File: config.mk
export PLATFORM = sky130hd
export DESIGN_NAME = seg7_scan_mux
export DESIGN_NICKNAME = d
export VERILOG_FILES = /design/src/rtl/seg7_scan_mux_pkg.sv /design/src/rtl/seg7_hex_decode.sv /design/src/rtl/seg7_scan_mux.sv
export SDC_FILE = /design/constraint.sdc
export NUM_CORES = 1
export LEC_CHECK = 0
export BUFFER_PORTS_ARGS = -buffer_cell sky130_fd_sc_hd__buf_2
export CORE_MARGIN = 5
export CORE_UTILIZATION = 40
export CTS_BUF_LIST = sky130_fd_sc_hd__clkbuf_8
export DETAILED_ROUTE_END_ITERATION = 16
export SYNTH_ARGS = -nofsm -noshare
export SYNTH_HDL_FRONTEND = slang
export SYNTH_HIERARCHICAL = 1
export SYNTH_SLANG_ARGS = --single-unit
File: constraint.sdc
create_clock -name clk -period 5 [get_ports clk]
set_clock_uncertainty 0.05 [all_clocks]
set_input_delay 1 -clock clk [delete_from_list [all_inputs] [get_ports clk]]
set_output_delay 1 -clock clk [all_outputs]
set_load 0.05 [all_outputs]
File: src/rtl/seg7_scan_mux_pkg.sv
// Shared constants for the seven-segment scan driver: hex segment patterns and scan FSM states.
package seg7_scan_mux_pkg;

    localparam logic [6:0] SEG_OFF = 7'h00;

    // Segment order {g,f,e,d,c,b,a}, active-high
    localparam logic [6:0] SEG_0 = 7'h3F;
    localparam logic [6:0] SEG_1 = 7'h06;
    localparam logic [6:0] SEG_2 = 7'h5B;
    localparam logic [6:0] SEG_3 = 7'h4F;
    localparam logic [6:0] SEG_4 = 7'h66;
    localparam logic [6:0] SEG_5 = 7'h6D;
    localparam logic [6:0] SEG_6 = 7'h7D;
    localparam logic [6:0] SEG_7 = 7'h07;
    localparam logic [6:0] SEG_8 = 7'h7F;
    localparam logic [6:0] SEG_9 = 7'h6F;
    localparam logic [6:0] SEG_A = 7'h77;
    localparam logic [6:0] SEG_B = 7'h7C;
    localparam logic [6:0] SEG_C = 7'h39;
    localparam logic [6:0] SEG_D = 7'h5E;
    localparam logic [6:0] SEG_E = 7'h79;
    localparam logic [6:0] SEG_F = 7'h71;

    typedef enum logic {
        ST_DWELL = 1'b0,
        ST_BLANK = 1'b1
    } scan_state_t;

    function automatic int unsigned max_u(input int unsigned a, input int unsigned b);
        return (a > b) ? a : b;
    endfunction

endpackage

File: src/rtl/seg7_hex_decode.sv
// Combinational 4-bit hex value to seven-segment pattern decoder (0..9, A..F).
module seg7_hex_decode
    import seg7_scan_mux_pkg::*;
(
    input  logic [3:0] value,
    output logic [6:0] seg
);

    always_comb begin
        seg = SEG_OFF;
        unique case (value)
            4'h0: seg = SEG_0;
            4'h1: seg = SEG_1;
            4'h2: seg = SEG_2;
            4'h3: seg = SEG_3;
            4'h4: seg = SEG_4;
            4'h5: seg = SEG_5;
            4'h6: seg = SEG_6;
            4'h7: seg = SEG_7;
            4'h8: seg = SEG_8;
            4'h9: seg = SEG_9;
            4'hA: seg = SEG_A;
            4'hB: seg = SEG_B;
            4'hC: seg = SEG_C;
            4'hD: seg = SEG_D;
            4'hE: seg = SEG_E;
            4'hF: seg = SEG_F;
        endcase
    end

endmodule

File: src/rtl/seg7_scan_mux.sv
// Multi-digit seven-segment scan driver with shadow/active double buffering and inter-digit blanking.
// Optional leading-zero blanking is enabled by defining SEG7_SCAN_LZB_EN.
module seg7_scan_mux
    import seg7_scan_mux_pkg::*;
#(
    parameter int unsigned NUM_DIGITS   = 4,
    parameter int unsigned DWELL_CYCLES = 10000,
    parameter int unsigned BLANK_CYCLES = 500
) (
    input  logic                    clk,
    input  logic                    rst_n,
    input  logic [4*NUM_DIGITS-1:0] digits_in,
    input  logic [NUM_DIGITS-1:0]   dp_in,
    input  logic                    load,
    output logic [6:0]              seg_out,
    output logic                    dp_out,
    output logic [NUM_DIGITS-1:0]   dig_en,
    output logic                    frame_done
);

    localparam int unsigned CNT_MAX = max_u(DWELL_CYCLES, BLANK_CYCLES);
    localparam int unsigned CNT_W   = $clog2(CNT_MAX + 1);
    localparam int unsigned IDX_W   = $clog2(NUM_DIGITS);

    scan_state_t             state_q, state_d;
    logic [IDX_W-1:0]        idx_q, idx_d;
    logic [CNT_W-1:0]        cnt_q, cnt_d;
    logic                    running_q;
    logic                    wrap, wrap_q;
    logic                    advance;

    logic [4*NUM_DIGITS-1:0] shadow_q, active_q;
    logic [NUM_DIGITS-1:0]   shadow_dp_q, active_dp_q;
    logic                    pending_q;

    logic [NUM_DIGITS-1:0]   blank_mask;
    logic [3:0]              digit_val;
    logic [6:0]              digit_seg;
    logic                    lit;
    logic [6:0]              seg_d;
    logic [NUM_DIGITS-1:0]   dig_en_d;
    logic                    dp_d;

    // running_q holds the scan idle for the first cycle after reset release, so
    // DWELL idx 0 starts counting on that edge and shows one edge later.
    always_ff @(posedge clk) begin
        if (!rst_n) begin
            state_q   <= ST_DWELL;
            idx_q     <= '0;
            cnt_q     <= '0;
            running_q <= 1'b0;
            wrap_q    <= 1'b0;
        end else begin
            state_q   <= state_d;
            idx_q     <= idx_d;
            cnt_q     <= cnt_d;
            running_q <= 1'b1;
            wrap_q    <= wrap;
        end
    end

    always_comb begin
        state_d = state_q;
        idx_d   = idx_q;
        cnt_d   = cnt_q;
        wrap    = 1'b0;
        advance = 1'b0;
        if (running_q) begin
            cnt_d = cnt_q + 1'b1;
            unique case (state_q)
                ST_DWELL: begin
                    if (cnt_q == CNT_W'(DWELL_CYCLES - 1)) begin
                        cnt_d = '0;
                        if (BLANK_CYCLES == 0) advance = 1'b1;
                        else state_d = ST_BLANK;
                    end
                end
                ST_BLANK: begin
                    if (cnt_q == CNT_W'(BLANK_CYCLES - 1)) begin
                        cnt_d   = '0;
                        state_d = ST_DWELL;
                        advance = 1'b1;
                    end
                end
            endcase
            if (advance) begin
                if (idx_q == IDX_W'(NUM_DIGITS - 1)) begin
                    idx_d = '0;
                    wrap  = 1'b1;
                end else begin
                    idx_d = idx_q + 1'b1;
                end
            end
        end
    end

    // The wrap copy reads the pre-edge shadow, so a load on the wrap cycle waits a frame.
    always_ff @(posedge clk) begin
        if (!rst_n) begin
            shadow_q    <= '0;
            shadow_dp_q <= '0;
            active_q    <= '0;
            active_dp_q <= '0;
            pending_q   <= 1'b0;
        end else begin
            if (wrap && pending_q) begin
                active_q    <= shadow_q;
                active_dp_q <= shadow_dp_q;
            end
            if (load) begin
                shadow_q    <= digits_in;
                shadow_dp_q <= dp_in;
            end
            if (load)      pending_q <= 1'b1;
            else if (wrap) pending_q <= 1'b0;
        end
    end

`ifdef SEG7_SCAN_LZB_EN
    logic leading;

    always_comb begin
        blank_mask = '0;
        leading    = 1'b1;
        for (int unsigned i = NUM_DIGITS - 1; i >= 1; i--) begin
            if (leading && active_q[4*i +: 4] == 4'h0) blank_mask[i] = 1'b1;
            else leading = 1'b0;
        end
    end
`else
    always_comb begin
        blank_mask = '0;
    end
`endif

    assign digit_val = active_q[{idx_q, 2'b00} +: 4];

    seg7_hex_decode u_decode (
        .value (digit_val),
        .seg   (digit_seg)
    );

    always_comb begin
        lit      = running_q && (state_q == ST_DWELL);
        seg_d    = SEG_OFF;
        dig_en_d = '0;
        dp_d     = 1'b0;
        if (lit) begin
            dig_en_d = NUM_DIGITS'(1) << idx_q;
            dp_d     = active_dp_q[idx_q];
            if (!blank_mask[idx_q]) seg_d = digit_seg;
        end
    end

    always_ff @(posedge clk) begin
        if (!rst_n) begin
            seg_out    <= SEG_OFF;
            dig_en     <= '0;
            dp_out     <= 1'b0;
            frame_done <= 1'b0;
        end else begin
            seg_out    <= seg_d;
            dig_en     <= dig_en_d;
            dp_out     <= dp_d;
            frame_done <= wrap_q;
        end
    end

endmodule
==> results_dict.tcl, run 1 <==
set metrics [dict create \
    use_met2_pct 17.7 \
    yosys_warnings 6 \
    r2r_start "cnt_q[4]$_SDFFE_PN0P_" \
    port_buffers 35 \
    worst_hold_slack_ns 0.409 \
    p_leak_nw 1.42 \
    drt-wirelength-per-cell_um 12.3 \
    period_needed_ns 2.55 \
    tritoncts "done" \
    number_of_global_route_vias_before_repair 2068 \
    synth_compound_gate_area_share_pct 2.88 \
    dr.first_iter.drc_count 149 \
    fin_ws_ns 2.45 \
    post_cts_hold_buffer_count 0 \
    place.detailed.hpwl_um 3730 \
    synth_top_flop_cell "sky130_fd_sc_hd__dfxtp_1" \
    route.vias.total 2149 \
    postSynthCellCount 318 \
    ctsRootBufferMaster "sky130_fd_sc_hd__clkbuf_8" \
    post_cts_resized 0 \
    design.die.area_sq_um 9810 \
    timing.reg2reg.setup_slack_ns 2.45 \
    crit_path_max_fanout 11 \
    globalRouteMet3Util_pct 3.75 \
    hold_end "active_q[3]$_SDFFE_PN0P_" \
    synth-simple-area-share_pct 20.1 \
    critical_path_class "reg -> reg" \
    dp_worst_setup_slack_ns 2.38 \
    clk_pin_slew_ns 0.08 \
    finalHoldViolations 0 \
    design.final.nets 378 \
    global_route.peak_usage_layer "met2" \
    synth_top_family_by_area "simple AND/OR/NAND/NOR gates" \
    grt_antenna_before_repair 0 \
    die_h_um 99.0 \
    cap_viol_max_count 0 \
    first_drt_pass_iteration_count 4 \
    pin_count_of_the_biggest_net_entering_global_routing 70 \
    cts_buffers 9 \
    grt_pass1_wl_um 9740 \
    synth_edf_count 0 \
    register_area_share_after_synthesis_pct 46.1 \
    fin_setup_tns_ns 0 \
    layout.cells.most_common "sky130_fd_sc_hd__dfxtp_1" \
    cp.required_ns 5.21 \
    worst_pin_slew_ns 1.07 \
    insertedDiodeCount 0 \
    async_reset_ff_share_pct 0 \
    core.rowCount 32 \
    worstHoldStart "active_q[3]$_SDFFE_PN0P_" \
    part_of_the_cycle_the_worst_path_needs_pct 50.9 \
    synth.lib_cells_used.distinct 40 \
    numClockSinks 73 \
    synth_area_sq_um 3170 \
    layout-area-overhead-vs-synth_pct 14.1 \
    finalSetupViolCount 0 \
    worstSetupEndpointType "register" \
    global_route.usage.met1_pct 16.8 \
    effective_utilization_at_floorplan_pct 41.0 \
    ir_worst_vdd_mv 0.132 \
    boundaryPins 36 \
    most-common-layout-cells "sky130_fd_sc_hd__dfxtp_1 (73), sky130_fd_sc_hd__nand2_1 (50), sky130_fd_sc_hd__mux2i_1 (44)" \
    clock_tree.buffer_depth 2 \
    vias_per_instance 4.74 \
    holdCritPathClass "reg -> reg" \
    gr-total-overflow 0 \
    gp_routability_congestion 0.795 \
    global_route.usage.total_pct 12.1 \
    timing.hold.worst_path_depth 2 \
    powerDensity_nw_per_um2 329 \
    status "finished clean" \
    insertion_delay_ns 0.33 \
    max_slew_margin_pct 28.9 \
    worstSetupStartpointType "register" \
    detail-route-antenna-nets 0 \
    drive_above_1_share_pct 18.8 \
    finalMaxSlewViolations 0 \
    htree_levels 3 \
    synthesis.area_per_instance_sq_um 9.97 \
    drc 0 \
    fp.dieW_um 99.0 \
    r2r.worst_path.cells 5 \
    setup_repair_after_global_routing_missed_its_margin "no" \
    postSynthNetCount 350 \
    ys_seq_elements 73 \
    floorplan.core_area_sq_um 7730 \
    synth-xor-area-share_pct 3.59 \
    muxShareOfSynthArea_pct 19.6 \
    synth_adder_area_share_pct 3.55 \
    totalWireLength_um 5580 \
    fmax_mhz 393 \
    post_cts.repair.setup_buffers 0 \
    r2r-end "active_dp_q[1]$_SDFFE_PN0P_" \
    critPathArrivalTime_ns 2.75 \
]
registers in the layout, summed over array words and instances (netlist names), 2 cells and up:
| name | count |
|---|---|
| active_q | 16 |
| idx_q | 2 |
| dig_en | 4 |
| shadow_q | 16 |
| active_dp_q | 4 |
| cnt_q | 14 |
| seg_out | 7 |
| shadow_dp_q | 4 |
through the flow:
| step | utilization (%) | instance area (sq um) | power (mW) | cells |
|---|---|---|---|---|
| floorplan | - | 3170 | 0.665 | 318 |
| global placement | 43.8 | 3390 | 0.681 | 437 |
| detailed placement | 43.8 | 3390 | 0.683 | 437 |
| CTS | 46.8 | 3620 | 1.21 | 453 |
| global route | 46.8 | 3620 | 1.24 | 453 |
| finish | 46.8 | 3620 | 1.19 | 453 |
cell usage after synthesis (2+ instances only):
library cell	n	area (sq um)
sky130_fd_sc_hd__mux2_2	3	33.8
sky130_fd_sc_hd__xor2_1	3	26.3
sky130_fd_sc_hd__mux2i_1	44	440
sky130_fd_sc_hd__nor4_1	2	12.5
sky130_fd_sc_hd__a21oi_1	2	10.0
sky130_fd_sc_hd__nor3_1	5	25.0
sky130_fd_sc_hd__o21ai_0	3	15.0
sky130_fd_sc_hd__nand4_1	5	31.3
sky130_fd_sc_hd__dfxtp_1	73	1460
sky130_fd_sc_hd__nor2b_1	23	144
sky130_fd_sc_hd__ha_1	9	113
sky130_fd_sc_hd__a22oi_1	2	15.0
sky130_fd_sc_hd__mux4_2	6	135
sky130_fd_sc_hd__buf_2	2	10.0
sky130_fd_sc_hd__inv_1	9	33.8
sky130_fd_sc_hd__and2_1	9	56.3
sky130_fd_sc_hd__and3_1	3	18.8
sky130_fd_sc_hd__clkbuf_1	13	48.8
sky130_fd_sc_hd__nand2_1	50	188
sky130_fd_sc_hd__xnor2_1	10	87.6
sky130_fd_sc_hd__buf_6	3	33.8
sky130_fd_sc_hd__nor2_1	21	78.8
layer usage:
layer | part of all wire (%) | vias up
met4 | 0.95 | 0
met2 | 42 | 32
li1 | - | 1115
met1 | 52 | 996
met3 | 4.5 | 6
met5 | 0 | -
cell type report:
cell class | instances | area (sq um)
Clock inverter | 5 | 78.8
Multi-Input combinational cell | 216 | 1580
Inverter | 10 | 37.5
Tap cell | 102 | 128
Fill cell | 736 | 4110
Clock buffer | 11 | 151
Sequential cell | 73 | 1460
Timing Repair Buffer | 36 | 183
cell families after synthesis:
group / count (synthesis)
mux: 54
flops: 73
simple gates: 128
xor+xnor: 13
buf+inv: 29
fa+ha+maj: 9
compound gates: 12
power by group:
group	leakage (nW)	switching, mW	internal, mW
Clock	0.113	0.215	0.307
Sequential	0.595	0.00802	0.596
Combinational	0.708	0.0374	0.0265
Total	1.42	0.260	0.929
worst max-delay path by stage:
stage               slack, ns             startpoint                           to
detailed placement       2.38                  rst_n         dig_en[0]$_SDFF_PP0_
global placement         2.40                  rst_n         dig_en[0]$_SDFF_PP0_
finish                   2.45  cnt_q[4]$_SDFFE_PN0P_  active_dp_q[1]$_SDFFE_PN0P_
global route             2.20  cnt_q[4]$_SDFFE_PN0P_  active_dp_q[2]$_SDFFE_PN0P_
floorplan                2.63  idx_q[0]$_SDFFE_PN0P_        seg_out[3]$_SDFF_PN0_
CTS                      2.40  cnt_q[4]$_SDFFE_PN0P_  active_dp_q[1]$_SDFFE_PN0P_
worst max-delay path, cell delays in order (launching register included):
cell,delay (ns)
sky130_fd_sc_hd__dfxtp_1,0.43
sky130_fd_sc_hd__nand4_1,0.24
sky130_fd_sc_hd__nand4b_1,0.50
sky130_fd_sc_hd__nor2_2,0.70
sky130_fd_sc_hd__buf_4,0.34
sky130_fd_sc_hd__mux2i_1,0.20
(Power assumes the default switching activity.)
==> run 2, diff against run 1 <==
- clock period: 5 -> 2.1 ns (I/O delays scaled with it)
==> run 2 against run 1 <==
Against the previous run:
- setup slack got worse by 2.4 ns
- combinational power rose to 2.6 times the previous value
- die area did not move
- largest power group unchanged
- sequential power rose by 140%
- wire length rose by 1.0%
- first-iteration DRC count fell by 36%
- clock power rose to 2.6 times the previous value
- non-clock buffer count rose by 15
- total power rose by 150%
- sequential cell count did not move
- clock-buffer cell count fell by 1
==> results_dict.tcl, run 2 (synthesized netlist as in run 1, its figures left out) <==
set metrics [dict create \
    ir_worst_vdd_mv 0.376 \
    design.final.nets 393 \
    cp.required_ns 2.29 \
    status "finished clean" \
    cpPeakStageDelay_ns 0.56 \
    part_of_the_cycle_the_worst_path_needs_pct 96.6 \
    layout-area-overhead-vs-synth_pct 19.7 \
    holdCritPathClass "in -> reg" \
    fin_ws_ns 0.0708 \
    swShare_pct 21.8 \
    crit_path_max_fanout 5 \
    global_route.usage.total_pct 12.2 \
    numClockSinks 73 \
    insertedDiodeCount 0 \
    clk_pin_slew_ns 0.08 \
    first_drt_pass_iteration_count 4 \
    timing.hold.worst_path_depth 3 \
    port_buffers 35 \
    clock_tree.buffer_depth 2 \
    boundaryPins 36 \
    critical_path_class "reg -> reg" \
    ctsRootBufferMaster "sky130_fd_sc_hd__clkbuf_8" \
    dr.first_iter.drc_count 96 \
    insertion_delay_ns 0.34 \
    design.die.area_sq_um 9810 \
    worstSetupEndpointType "register" \
    fin_setup_tns_ns 0 \
    gp_routability_congestion 0.868 \
    drive_above_1_share_pct 23.5 \
    pin_count_of_the_biggest_net_entering_global_routing 67 \
    place.detailed.hpwl_um 3930 \
    powerDensity_nw_per_um2 780 \
    cap_viol_max_count 0 \
    critPathArrivalTime_ns 2.22 \
    period_needed_ns 2.03 \
    route.vias.total 2190 \
    worstSetupStartpointType "register" \
    p_leak_nw 1.51 \
    globalRouteMet3Util_pct 4.18 \
    finalHoldViolations 0 \
    timing.critical_path.slowest_stage_cell "sky130_fd_sc_hd__mux4_2" \
    fp.dieW_um 99.0 \
    finalMaxSlewViolations 0 \
    htree_levels 3 \
    drt-wirelength-per-cell_um 12.0 \
    pwr-share-clk_pct 46.0 \
    fmax_mhz 493 \
    finalSetupViolCount 0 \
    power_frac_seq_pct 48.5 \
    totalWireLength_um 5640 \
    netSwitchingPower_uw 645 \
    r2r.worst_path.cells 5 \
    power.combinational.fraction_pct 5.5 \
    use_met2_pct 18.3 \
    core.rowCount 32 \
    most-common-layout-cells "sky130_fd_sc_hd__dfxtp_1 (72), sky130_fd_sc_hd__nand2_1 (50), sky130_fd_sc_hd__mux2i_1 (44)" \
    gr-total-overflow 0 \
    max_slew_margin_pct 56.3 \
    global_route.usage.met1_pct 16.3 \
    dp_worst_setup_slack_ns 0.0244 \
    timing.critical_path.cells "mux4_2 > inv_2 > ha_1 > mux4_2 > and2_1" \
    number_of_global_route_vias_before_repair 2081 \
    vias_per_instance 4.68 \
    largest_registers "active_q: 16 flops, shadow_q: 16 flops, cnt_q: 14 flops" \
    drc 0 \
    tritoncts "done" \
    worst_pin_slew_ns 0.656 \
    cell_internal_pwr_mw 2.32 \
    cts_buffers 9 \
    grt_antenna_before_repair 0 \
    timing.critical_path.mode_cell "sky130_fd_sc_hd__mux4_2" \
    detail-route-antenna-nets 0 \
    grt_pass1_wl_um 9700 \
    global_route.peak_usage_layer "met2" \
    report.power.total_mw 2.96 \
    layout.cells.most_common "sky130_fd_sc_hd__dfxtp_1" \
    effective_utilization_at_floorplan_pct 41.0 \
    die_h_um 99.0 \
    setup_repair_after_global_routing_missed_its_margin "no" \
    floorplan.core_area_sq_um 7730 \
]
[run 2: cell count changes in the layout (fill, tap and decap cells not counted), moves of 2 or more]
cell                     delta
sky130_fd_sc_hd__buf_12     +3
sky130_fd_sc_hd__buf_4     +12
sky130_fd_sc_hd__inv_1      -3
sky130_fd_sc_hd__inv_2      +2
[run 2: critical path, delay by kind of cell, from the launching register on]
family	cells	cell delay (ns)
DFF	1	0.37
buffers and inverters	1	0.12
and+or+nand+nor	1	0.14
adders and majority gates	1	0.25
muxes	2	1.00
[run 2: area by class of cell]
class | count | area, sq um
Clock inverter | 6 | 114
Tap cell | 102 | 128
Inverter | 10 | 37.5
Fill cell | 741 | 3930
Sequential cell | 73 | 1470
Timing Repair Buffer | 51 | 333
Clock buffer | 10 | 138
Multi-Input combinational cell | 216 | 1580
[run 2: repair_timing]
action | 4_1_cts | 5_1_grt
gates resized for setup | 0 | 1
buffers inserted | 0 | 3
setup endpoints to repair | 0 | 1
hold buffers | 0 | 0
[run 2: path summary, 6_finish.rpt]
kind,start,end,slack [ns]
worst max register to register,idx_q[0]$_SDFFE_PN0P_,seg_out[3]$_SDFF_PN0_,0.07
worst max-delay path,idx_q[0]$_SDFFE_PN0P_,seg_out[3]$_SDFF_PN0_,0.07
worst min-delay path,digits_in[12],shadow_q[12]$_SDFFE_PN0P_,0.28
worst min register to register,active_dp_q[0]$_SDFFE_PN0P_,active_dp_q[0]$_SDFFE_PN0P_,0.41
[run 2: per-layer routing]
metal  vias to the layer above  routed length (um)
met5                         -                   0
met4                         0                  63
met3                         7                 329
met2                        37                2330
met1                      1000                2920
li1                       1146                   -
[run 2: power groups by stage]
stage / sequential, mW / combinational (mW) / clock, mW
final: 1.44 / 0.163 / 1.36
after global routing: 1.44 / 0.180 / 1.46
after CTS: 1.44 / 0.166 / 1.40
after detailed placement: 1.47 / 0.166 / 0
after global placement: 1.47 / 0.162 / 0
after floorplan: 1.49 / 0.0915 / 0
[run 2: per-stage QoR]
step                area, sq um  hold slack, ns  cells  util, %
floorplan                  3190           0.362    318        -
global placement           3520           0.391    449     45.5
detailed placement         3520           0.406    449     45.5
CTS                        3770           0.265    465     48.8
global route               3790           0.263    468     49.1
finish                     3790           0.285    468     49.1
